$ cat config.mk
export PLATFORM = sky130hd
export DESIGN_NAME = uart_loop_arbiter
export DESIGN_NICKNAME = d
export VERILOG_FILES = /design/src/rtl/uart_loop_arbiter.sv
export SDC_FILE = /design/constraint.sdc
export NUM_CORES = 1
export LEC_CHECK = 0
export BUFFER_PORTS_ARGS = -buffer_cell sky130_fd_sc_hd__buf_2
export CAP_MARGIN = 20
export CORE_ASPECT_RATIO = 0.8
export CORE_MARGIN = 4
export CORE_UTILIZATION = 23
export CTS_CLUSTER_SIZE = 28
export DETAILED_ROUTE_END_ITERATION = 16
export PLACE_DENSITY = 0.38
export SYNTH_ARGS = -nofsm -noshare
export SYNTH_HDL_FRONTEND = slang
export SYNTH_SLANG_ARGS = --single-unit
$ cat constraint.sdc
create_clock -name i_sys_clk -period 3.6 [get_ports i_sys_clk]
set_input_delay 0.72 -clock i_sys_clk [delete_from_list [all_inputs] [get_ports i_sys_clk]]
set_output_delay 0.72 -clock i_sys_clk [all_outputs]
set_load 0.01 [all_outputs]
$ cat src/rtl/uart_loop_arbiter.sv
// ---------------------------------------------------------------------------
// uart_loop_arbiter
//
// Byte-level arbiter between a UART receiver and transmitter. Received bytes
// (optionally folded to uppercase) are buffered in a small FIFO and echoed.
// A periodic fixed message is interleaved with the echo stream.
// Each message is sent back to back and is never interrupted.
// RX bytes that arrive during a message wait in the FIFO.
//
// Ports:
//   i_sys_clk     system clock
//   i_rst_n       synchronous, active-low reset
//   i_recv_en     one-cycle strobe, i_recv_data valid
//   i_recv_data   received byte
//   o_tx_valid    o_tx_data valid (transfer when o_tx_valid & i_tx_ready)
//   o_tx_data     byte to transmit
//   i_tx_ready    transmitter accepts the byte
//   i_msg_en      enables the periodic message timer
//   i_clr_ovf     clears the sticky overflow flag
//   o_fifo_level  echo FIFO occupancy
//   o_overflow    sticky: a received byte was dropped because the FIFO was full
//   o_msg_active  high while a message is being sent
// ---------------------------------------------------------------------------
module uart_loop_arbiter #(
    parameter int                   CLK_FRE    = 50,
    parameter int                   SEND_FRE   = 1,
    parameter int                   FIFO_DEPTH = 16,
    parameter int                   MSG_LEN    = 13,
    parameter logic [MSG_LEN*8-1:0] MSG_DATA   = "Hello World\r\n",
    parameter int                   ECHO_MODE  = 0
) (
    input  logic                            i_sys_clk,
    input  logic                            i_rst_n,
    input  logic                            i_recv_en,
    input  logic [7:0]                      i_recv_data,
    output logic                            o_tx_valid,
    output logic [7:0]                      o_tx_data,
    input  logic                            i_tx_ready,
    input  logic                            i_msg_en,
    input  logic                            i_clr_ovf,
    output logic [$clog2(FIFO_DEPTH+1)-1:0] o_fifo_level,
    output logic                            o_overflow,
    output logic                            o_msg_active
);

    localparam int PERIOD = CLK_FRE * 1_000_000 / SEND_FRE;
    localparam int TW     = (PERIOD > 1) ? $clog2(PERIOD) : 1;
    localparam int AW     = $clog2(FIFO_DEPTH);
    localparam int LW     = $clog2(FIFO_DEPTH + 1);
    localparam int IW     = (MSG_LEN > 1) ? $clog2(MSG_LEN) : 1;

    localparam logic [TW-1:0] TIMER_LAST = TW'(PERIOD - 1);
    localparam logic [LW-1:0] LEVEL_FULL = LW'(FIFO_DEPTH);
    localparam logic [IW-1:0] IDX_LAST   = IW'(MSG_LEN - 1);

    typedef enum logic [1:0] {
        ST_IDLE = 2'd0,
        ST_LOOP = 2'd1,
        ST_MSG  = 2'd2
    } state_t;

    // -----------------------------------------------------------------------
    // Message ROM: byte 0 is the first character of the string.
    // -----------------------------------------------------------------------
    logic [7:0] msg_rom [MSG_LEN];

    genvar gi;
    generate
        for (gi = 0; gi < MSG_LEN; gi++) begin : g_msg_rom
            assign msg_rom[gi] = MSG_DATA[(MSG_LEN-1-gi)*8 +: 8];
        end
    endgenerate

    // -----------------------------------------------------------------------
    // Echo conversion
    // -----------------------------------------------------------------------
    logic [7:0] recv_byte;

    generate
        if (ECHO_MODE != 0) begin : g_upper
            // Clearing bit 5 maps a..z onto A..Z; everything else passes.
            assign recv_byte = ((i_recv_data >= 8'h61) && (i_recv_data <= 8'h7A))
                             ? (i_recv_data & 8'hDF) : i_recv_data;
        end else begin : g_raw
            assign recv_byte = i_recv_data;
        end
    endgenerate

    // -----------------------------------------------------------------------
    // Echo FIFO. The head is read combinationally, so a pop can load the
    // TX register on the same edge.
    // -----------------------------------------------------------------------
    logic [7:0]    fifo_mem [FIFO_DEPTH];
    logic [AW-1:0] wr_ptr_reg;
    logic [AW-1:0] rd_ptr_reg;
    logic [LW-1:0] level_reg;
    logic          fifo_full;
    logic          fifo_empty;
    logic          fifo_wr;
    logic          fifo_drop;
    logic          fifo_pop;
    logic [7:0]    fifo_head;

    // The full test uses the level before the edge. So a byte that arrives
    // at full is dropped even when a pop happens in the same cycle.
    assign fifo_full  = (level_reg == LEVEL_FULL);
    assign fifo_empty = (level_reg == '0);
    assign fifo_wr    = i_recv_en && !fifo_full;
    assign fifo_drop  = i_recv_en && fifo_full;
    assign fifo_head  = fifo_mem[rd_ptr_reg];

    always_ff @(posedge i_sys_clk) begin
        if (fifo_wr) begin
            fifo_mem[wr_ptr_reg] <= recv_byte;
        end
    end

    // Pointers wrap naturally because FIFO_DEPTH is a power of two.
    always_ff @(posedge i_sys_clk) begin
        if (!i_rst_n) begin
            wr_ptr_reg <= '0;
            rd_ptr_reg <= '0;
            level_reg  <= '0;
        end else begin
            if (fifo_wr) begin
                wr_ptr_reg <= wr_ptr_reg + AW'(1);
            end
            if (fifo_pop) begin
                rd_ptr_reg <= rd_ptr_reg + AW'(1);
            end
            case ({fifo_wr, fifo_pop})
                2'b10:   level_reg <= level_reg + LW'(1);
                2'b01:   level_reg <= level_reg - LW'(1);
                default: level_reg <= level_reg;
            endcase
        end
    end

    // If a clear and a new drop happen together, the set wins.
    logic overflow_reg;

    always_ff @(posedge i_sys_clk) begin
        if (!i_rst_n) begin
            overflow_reg <= 1'b0;
        end else if (fifo_drop) begin
            overflow_reg <= 1'b1;
        end else if (i_clr_ovf) begin
            overflow_reg <= 1'b0;
        end
    end

    // -----------------------------------------------------------------------
    // Message timer and pending flag. Ticks that occur while a message is
    // already pending are merged into it. A tick on the same edge as the
    // IDLE state consuming the pending flag starts a new pending request.
    // -----------------------------------------------------------------------
    logic [TW-1:0] timer_reg;
    logic          pending_reg;
    logic          pend_clr;

    always_ff @(posedge i_sys_clk) begin
        if (!i_rst_n) begin
            timer_reg   <= '0;
            pending_reg <= 1'b0;
        end else if (!i_msg_en) begin
            timer_reg   <= '0;
            pending_reg <= 1'b0;
        end else if (timer_reg == TIMER_LAST) begin
            timer_reg   <= '0;
            pending_reg <= 1'b1;
        end else begin
            timer_reg <= timer_reg + TW'(1);
            if (pend_clr) begin
                pending_reg <= 1'b0;
            end
        end
    end

    // -----------------------------------------------------------------------
    // Arbitration FSM
    // -----------------------------------------------------------------------
    state_t        state_reg;
    state_t        state_next;
    logic          tx_valid_reg;
    logic          tx_valid_next;
    logic [7:0]    tx_data_reg;
    logic [7:0]    tx_data_next;
    logic [IW-1:0] msg_idx_reg;
    logic [IW-1:0] msg_idx_next;
    logic [IW-1:0] msg_idx_inc;
    logic          tx_xfer;

    assign tx_xfer     = tx_valid_reg && i_tx_ready;
    assign msg_idx_inc = msg_idx_reg + IW'(1);

    // State register
    always_ff @(posedge i_sys_clk) begin
        if (!i_rst_n) begin
            state_reg <= ST_IDLE;
        end else begin
            state_reg <= state_next;
        end
    end

    // Next-state logic. A pending message takes priority over the FIFO.
    always_comb begin
        state_next = state_reg;
        case (state_reg)
            ST_IDLE: begin
                if (pending_reg) begin
                    state_next = ST_MSG;
                end else if (!fifo_empty) begin
                    state_next = ST_LOOP;
                end
            end
            ST_LOOP: begin
                if (tx_xfer) begin
                    state_next = ST_IDLE;
                end
            end
            ST_MSG: begin
                if (tx_xfer && (msg_idx_reg == IDX_LAST)) begin
                    state_next = ST_IDLE;
                end
            end
            default: state_next = ST_IDLE;
        endcase
    end

    // Output / datapath logic. The TX byte is registered. IDLE always drops
    // o_tx_valid for one cycle while it arbitrates.
    always_comb begin
        tx_valid_next = tx_valid_reg;
        tx_data_next  = tx_data_reg;
        msg_idx_next  = msg_idx_reg;
        fifo_pop      = 1'b0;
        pend_clr      = 1'b0;
        case (state_reg)
            ST_IDLE: begin
                tx_valid_next = 1'b0;
                if (pending_reg) begin
                    msg_idx_next  = '0;
                    tx_data_next  = msg_rom[0];
                    tx_valid_next = 1'b1;
                    pend_clr      = 1'b1;
                end else if (!fifo_empty) begin
                    fifo_pop      = 1'b1;
                    tx_data_next  = fifo_head;
                    tx_valid_next = 1'b1;
                end
            end
            ST_LOOP: begin
                if (tx_xfer) begin
                    tx_valid_next = 1'b0;
                end
            end
            ST_MSG: begin
                if (tx_xfer) begin
                    if (msg_idx_reg == IDX_LAST) begin
                        tx_valid_next = 1'b0;
                    end else begin
                        msg_idx_next = msg_idx_inc;
                        tx_data_next = msg_rom[msg_idx_inc];
                    end
                end
            end
            default: tx_valid_next = 1'b0;
        endcase
    end

    always_ff @(posedge i_sys_clk) begin
        if (!i_rst_n) begin
            tx_valid_reg <= 1'b0;
            tx_data_reg  <= 8'h00;
            msg_idx_reg  <= '0;
        end else begin
            tx_valid_reg <= tx_valid_next;
            tx_data_reg  <= tx_data_next;
            msg_idx_reg  <= msg_idx_next;
        end
    end

    assign o_tx_valid   = tx_valid_reg;
    assign o_tx_data    = tx_data_reg;
    assign o_fifo_level = level_reg;
    assign o_overflow   = overflow_reg;
    assign o_msg_active = (state_reg == ST_MSG);

endmodule

==> impl_metrics.yaml, run 1 <==
logic_synthesis:
  synth_area_leaders: "edfxtp_1 48%, dfxtp_1 15%, mux4_2 8.2%"
  ys_types: 55
  syn_area_per_cell_um2: 13.8
  synth_cells: 576
  seq_area_frac_synth: 0.634
  synth_top_area_frac: 0.483
  synthTopCellsByCount: "128 x edfxtp_1, 77 x nor2_1, 60 x dfxtp_1"
  synth-seq-cells: 188
  yosysTopAreaCell: "edfxtp_1"
  synthFlopType: "edfxtp_1"
  syn_nets: 605
  synth.yosys.warnings: 0
  synth_most_common_cell: "edfxtp_1"
  syn_area_um2: 7960
  synth-edff-count: 128
  synth-async-reset-ratio: 0
cts:
  cts_resized: 0
  h-tree-depth: 4
  clkTransAtPathRegs_ns: 0.07
  post_cts_buffers: 0
  clk-insertion-delay-late_ns: 0.43
  cts-root-buf: "clkbuf_16"
  cts.sinks: 188
  cts_inserted_buffers: 17
  clockBufferDepth: 2
  cts_hold_buf: 0
  cts_tree: "yes"
sta:
  finClkSkew_ns: 0.0145
  hold_viol: 0
  max_freq_ghz: 0.342
  fin_setup_tns_ns: 0
  min_period_ns: 2.93
  slew_headroom: 0.344
  rsz0062_at_grt: "no"
  worst_pin_slew_ns: 0.982
  period_share: 0.813
  drv_slew: 0
  setup_violations: 0
placed_design:
  gp_congestion: 0.735
  dpl.cell_count: 1065
  io_buffers: 29
  place_hpwl_um: 12700
floorplan:
  fp-row-count: 60
  chipHeight_um: 174
  start_util: 0.235
  pin_count: 30
  dieArea_um2: 37700
  core-area_um2: 33900
  die_w_um: 216
worst_setup_path:
  cp_top_family: "compound AO/OA/AOI/OAI gates"
  path_buf_inv: 0
  r2r_cells: 10
  worstPathCellList: "or4_4 -> o21a_1 -> ha_1 -> xor2_1 -> ha_1 -> o21a_1 -> o21ai_0 -> nand4b_1 -> a21oi_2 -> mux2i_1"
  critPathCaptureType: "register"
  ff2ff_setup_slack_ns: 0.67
  critPathKind: "register to register"
  crit_required_ns: 3.96
  cp-start-kind: "register"
  r2r_start: "o_fifo_level[1]$_SDFFE_PN0P_"
  regToRegEndpoint: "o_fifo_level[4]$_SDFFE_PN0P_"
  cpPeakStageDelay_ns: 0.58
  cp.arrival_ns: 3.29
  path_max_fanout: 10
  critPathSlowestCell: "or4_4"
power:
  power_density_nw_per_um2: 618
  vdd.ir_drop.worst_v: 0.000345
  switching_share: 0.284
  clkPwrFrac: 0.334
  leakage_nw: 2.99
  internal_power_mw: 4.11
  pwr-share-seq: 0.461
  netSwitchingPower_mw: 1.63
  comb_power_share: 0.206
global_routing:
  grt_pass1_wl_um: 28700
  met3_usage: 0.0201
  use_met2: 0.164
  gr-usage-met1: 0.134
  grt.overflow.total: 0
  grt_start_max_net_pins: 26
  grt_pass1_vias: 4837
  gr-usage-all-layers: 0.0999
  antenna_found_initial: 1
  grt_busiest_layer: "met2"
cells_and_area:
  nets: 648
  diodes: 0
  finalNonFillerCells: 1097
  drive_above_1_share: 0.190
  postLayoutCoreUtil: 0.274
  areaGrowthSynthToFinish_pct: 16.7
  largest_reg_flops: 128
drt:
  drtIter0Drc: 322
  vias_per_cell: 4.28
  drc: 0
  drtAntennaViolNets: 0
  drtPass1Iterations: 4
  vias: 4700
  finalWirelength_um: 18500
  wl_per_cell_um: 16.9
worst_hold_path:
  min-delay-start: "o_tx_data[6]$_SDFFE_PN0P_"
  hold_path.class: "register to register"
  hold_end: "o_tx_data[6]$_SDFFE_PN0P_"
  min_path_cells: 2
flow_run:
  maxCapViolCount: 0
outcome:
  status: "finished clean"
-- worst register-to-register path, stage by stage (launching register included) --
cell,delay [ns]
dfxtp_1,0.40
or4_4,0.58
o21a_1,0.32
ha_1,0.35
xor2_1,0.18
ha_1,0.22
o21a_1,0.17
o21ai_0,0.16
nand4b_1,0.13
a21oi_2,0.17
mux2i_1,0.18
-- stage by stage --
stage          hold WS [ns]  worst slack (ns)  power [mW]  instance area [um2]
6_report              0.467             0.672        5.74                 9290
5_1_grt               0.494             0.446        6.04                 9290
4_1_cts               0.471             0.639        5.84                 9290
3_5_place_dp          0.455             0.663        3.90                 8690
3_3_place_gp          0.439             0.700        3.88                 8690
2_1_floorplan         0.426             0.791        3.52                 7960
-- power groups by stage --
stage	logic, mW	registers (mW)	clock network (mW)
detailed placement	1.20	2.70	0
global placement	1.19	2.69	0
finish	1.18	2.64	1.91
CTS	1.20	2.65	1.98
floorplan	0.940	2.58	0
global route	1.30	2.67	2.07
-- area by class of cell --
class | instances | area [um2]
Fill cell | 3422 | 24600
Sequential cell | 188 | 5050
Multi-Input combinational cell | 348 | 2700
Tap cell | 465 | 582
Clock buffer | 18 | 429
Timing Repair Buffer | 51 | 310
Clock inverter | 14 | 165
Inverter | 13 | 48.8
-- kinds of logic after synthesis --
family | after synthesis | share of synthesized area
fa+ha+maj | 15 | 0.0236
compound gates | 60 | 0.0494
flops | 188 | 0.634
buf+inv | 40 | 0.0264
simple gates | 176 | 0.106
xor+xnor | 42 | 0.0462
mux | 55 | 0.115
-- worst max path at each step --
stage,start,end,slack [ns],depth (start not counted)
3_5_place_dp,o_fifo_level[1]$_SDFFE_PN0P_,o_fifo_level[4]$_SDFFE_PN0P_,0.66,10
2_1_floorplan,o_fifo_level[1]$_SDFFE_PN0P_,o_fifo_level[4]$_SDFFE_PN0P_,0.79,13
6_report,o_fifo_level[1]$_SDFFE_PN0P_,o_fifo_level[4]$_SDFFE_PN0P_,0.67,10
4_1_cts,o_fifo_level[1]$_SDFFE_PN0P_,o_fifo_level[4]$_SDFFE_PN0P_,0.64,10
3_3_place_gp,o_fifo_level[1]$_SDFFE_PN0P_,o_fifo_level[4]$_SDFFE_PN0P_,0.70,10
5_1_grt,o_fifo_level[1]$_SDFFE_PN0P_,o_fifo_level[4]$_SDFFE_PN0P_,0.45,10
-- routing by layer --
| layer | part of all wire | wire (um) | up-vias |
|---|---|---|---|
| met5 | 0 | 0 | - |
| met4 | 0.014 | 255 | 0 |
| met3 | 0.025 | 470 | 17 |
| met2 | 0.48 | 8830 | 61 |
| met1 | 0.48 | 8950 | 2385 |
| li1 | - | - | 2237 |
-- cells in the final DEF, fill, tap and decap left out, types with 3 or more instances in the layout --
cell type,n
nor2_1,77
buf_2,29
nor4_1,6
edfxtp_1,128
nand2b_1,7
dfxtp_1,58
buf_4,22
xnor2_1,19
clkbuf_16,17
and3_1,6
xor2_1,23
nor3_1,12
a31oi_1,6
nand3_1,20
a21oi_1,12
clkinv_2,3
a22oi_1,3
inv_6,4
nand2_1,23
ha_1,15
inv_1,12
o21ai_0,19
nand4_1,12
bufinv_16,3
mux2i_1,25
mux4_2,29
No activity file was read; power rests on OpenSTA's default activity.
==> run 2: changes to the inputs <==
==> constraint.sdc (replaced) <==
create_clock -name i_sys_clk -period 2.95 [get_ports i_sys_clk]
set_input_delay 0.59 -clock i_sys_clk [delete_from_list [all_inputs] [get_ports i_sys_clk]]
set_output_delay 0.59 -clock i_sys_clk [all_outputs]
set_load 0.01 [all_outputs]
==> impl_metrics.yaml, run 2 (synthesis gave the netlist of run 1 again) <==
cts:
  clockBufferDepth: 2
  clkTransAtPathRegs_ns: 0.08
  cts_tree: "yes"
  cts_resized: 0
  cts_hold_buf: 0
  post_cts_buffers: 0
  cts_inserted_buffers: 17
  clk-insertion-delay-late_ns: 0.43
  cts-root-buf: "clkbuf_16"
  cts.sinks: 188
  h-tree-depth: 4
drt:
  drtIter0Drc: 324
  wl_per_cell_um: 16.6
  vias_per_cell: 4.24
  drtPass1Iterations: 4
  finalWirelength_um: 18400
  drtAntennaViolNets: 0
  drc: 0
  vias: 4679
sta:
  fin_setup_tns_ns: 0
  hold_viol: 0
  min_period_ns: 2.58
  setup_violations: 0
  period_share: 0.873
  drv_slew: 0
  finalWorstSetupSlack_ns: 0.373
  rsz0062_at_grt: "no"
  finClkSkew_ns: 0.0132
  max_freq_ghz: 0.388
  worst_pin_slew_ns: 0.636
  slew_headroom: 0.575
cells_and_area:
  drive_above_1_share: 0.201
  finalNonFillerCells: 1103
  fill_cells: 3450
  layout_commonest_cell: "edfxtp_1"
  diodes: 0
  seqCellArea_um2: 5050
  nets: 654
  areaGrowthSynthToFinish_pct: 17.8
  largest_reg_flops: 128
  final_area_um2: 9380
  multi_input_area_um2: 2700
  layout_common_cells: "128 x edfxtp_1, 77 x nor2_1, 58 x dfxtp_1"
placed_design:
  place_hpwl_um: 12400
  gp_congestion: 0.698
  dpl.cell_count: 1071
  placed_cell_area_um2: 8760
  io_buffers: 29
  dp_slack_ns: 0.397
worst_setup_path:
  endpoint: "o_fifo_level[4]$_SDFFE_PN0P_"
  r2r_cells: 10
  r2r_start: "o_fifo_level[0]$_SDFFE_PN0P_"
  cp-start-kind: "register"
  regToRegEndpoint: "o_fifo_level[4]$_SDFFE_PN0P_"
  cp_top_family: "simple AND/OR/NAND/NOR gates"
  cpPeakStageDelay_ns: 0.59
  cp.depth: 10
  critical_path.startpoint: "o_fifo_level[0]$_SDFFE_PN0P_"
  critPathCaptureType: "register"
  critPathKind: "register to register"
  worstPathCellList: "or4_4 -> o21a_1 -> ha_1 -> xor2_1 -> ha_1 -> o21a_1 -> o21ai_0 -> nand4b_1 -> a21oi_2 -> mux2i_1"
  cp.arrival_ns: 2.94
  crit_required_ns: 3.32
  ff2ff_setup_slack_ns: 0.37
  path_max_fanout: 6
  critPathSlowestCell: "or4_4"
  path_buf_inv: 0
worst_hold_path:
  min_path_cells: 4
  hold_path.class: "primary input to register"
global_routing:
  gr-usage-all-layers: 0.0986
  antenna_found_initial: 1
  grt_pass1_wl_um: 28400
  gr-usage-met1: 0.136
  grt_busiest_layer: "met2"
  grt_pass1_vias: 4645
  grt.overflow.total: 0
  met3_usage: 0.0225
  grt_start_max_net_pins: 37
  use_met2: 0.158
flow_run:
  maxCapViolCount: 0
floorplan:
  pin_count: 30
  chipHeight_um: 174
  fp-row-count: 60
  dieArea_um2: 37700
  start_util: 0.235
  die_w_um: 216
  core-area_um2: 33900
power:
  vdd.ir_drop.worst_v: 0.000462
  power_density_nw_per_um2: 749
  leakage_nw: 3.04
outcome:
  status: "finished clean"
==> run 2: cell count changes in the layout (fill, tap and decap cells not counted), sizes merged <==
cell,change
clkinv,+4
buf,+6
clkinvlp,-2
inv,+2
bufinv,-3
clkbuf,-1
==> run 2: worst min-delay path: stages <==
cell and delay, ns:
buf_2 0.10, inv_1 0.05, a32oi_1 0.04, nor2_1 0.07
==> run 2: final cells by class <==
type | instances | share of cell area
Inverter | 13 | 0.00520
Tap cell | 465 | 0.0620
Multi-Input combinational cell | 348 | 0.288
Timing Repair Buffer | 57 | 0.0406
Clock inverter | 15 | 0.0203
Sequential cell | 188 | 0.538
Clock buffer | 17 | 0.0454
==> run 2: how the worst min path moves through the flow <==
stage	slack (ns)	start	endpoint
2_1_floorplan	0.43	timer_reg[0]$_SDFF_PP0_	timer_reg[0]$_SDFF_PP0_
3_3_place_gp	0.44	timer_reg[0]$_SDFF_PP0_	timer_reg[0]$_SDFF_PP0_
3_5_place_dp	0.46	o_tx_data[7]$_SDFFE_PN0P_	o_tx_data[7]$_SDFFE_PN0P_
4_1_cts	0.45	i_clr_ovf	o_overflow$_SDFFE_PN0P_
5_1_grt	0.47	i_clr_ovf	o_overflow$_SDFFE_PN0P_
6_report	0.45	i_clr_ovf	o_overflow$_SDFFE_PN0P_
==> run 2: report_power, final <==
part           total (mW)  switching [mW]  internal [mW]
Clock                2.32            1.16           1.16
Sequential           3.10           0.125           2.97
Combinational        1.61           0.863          0.746
Total                7.03            2.15           4.88
==> run 2: through the flow <==
stage	power (mW)	hold slack, ns	util
6_report	7.03	0.448	0.277
5_1_grt	7.42	0.467	0.277
4_1_cts	7.15	0.447	0.277
3_5_place_dp	4.81	0.457	0.259
3_3_place_gp	4.79	0.444	0.259
2_1_floorplan	4.30	0.426	-
==> run 2: layer usage <==
layer	up-vias	routed length, um
li1	2245	-
met1	2370	9110
met2	51	8530
met3	11	540
met4	2	168
met5	-	13
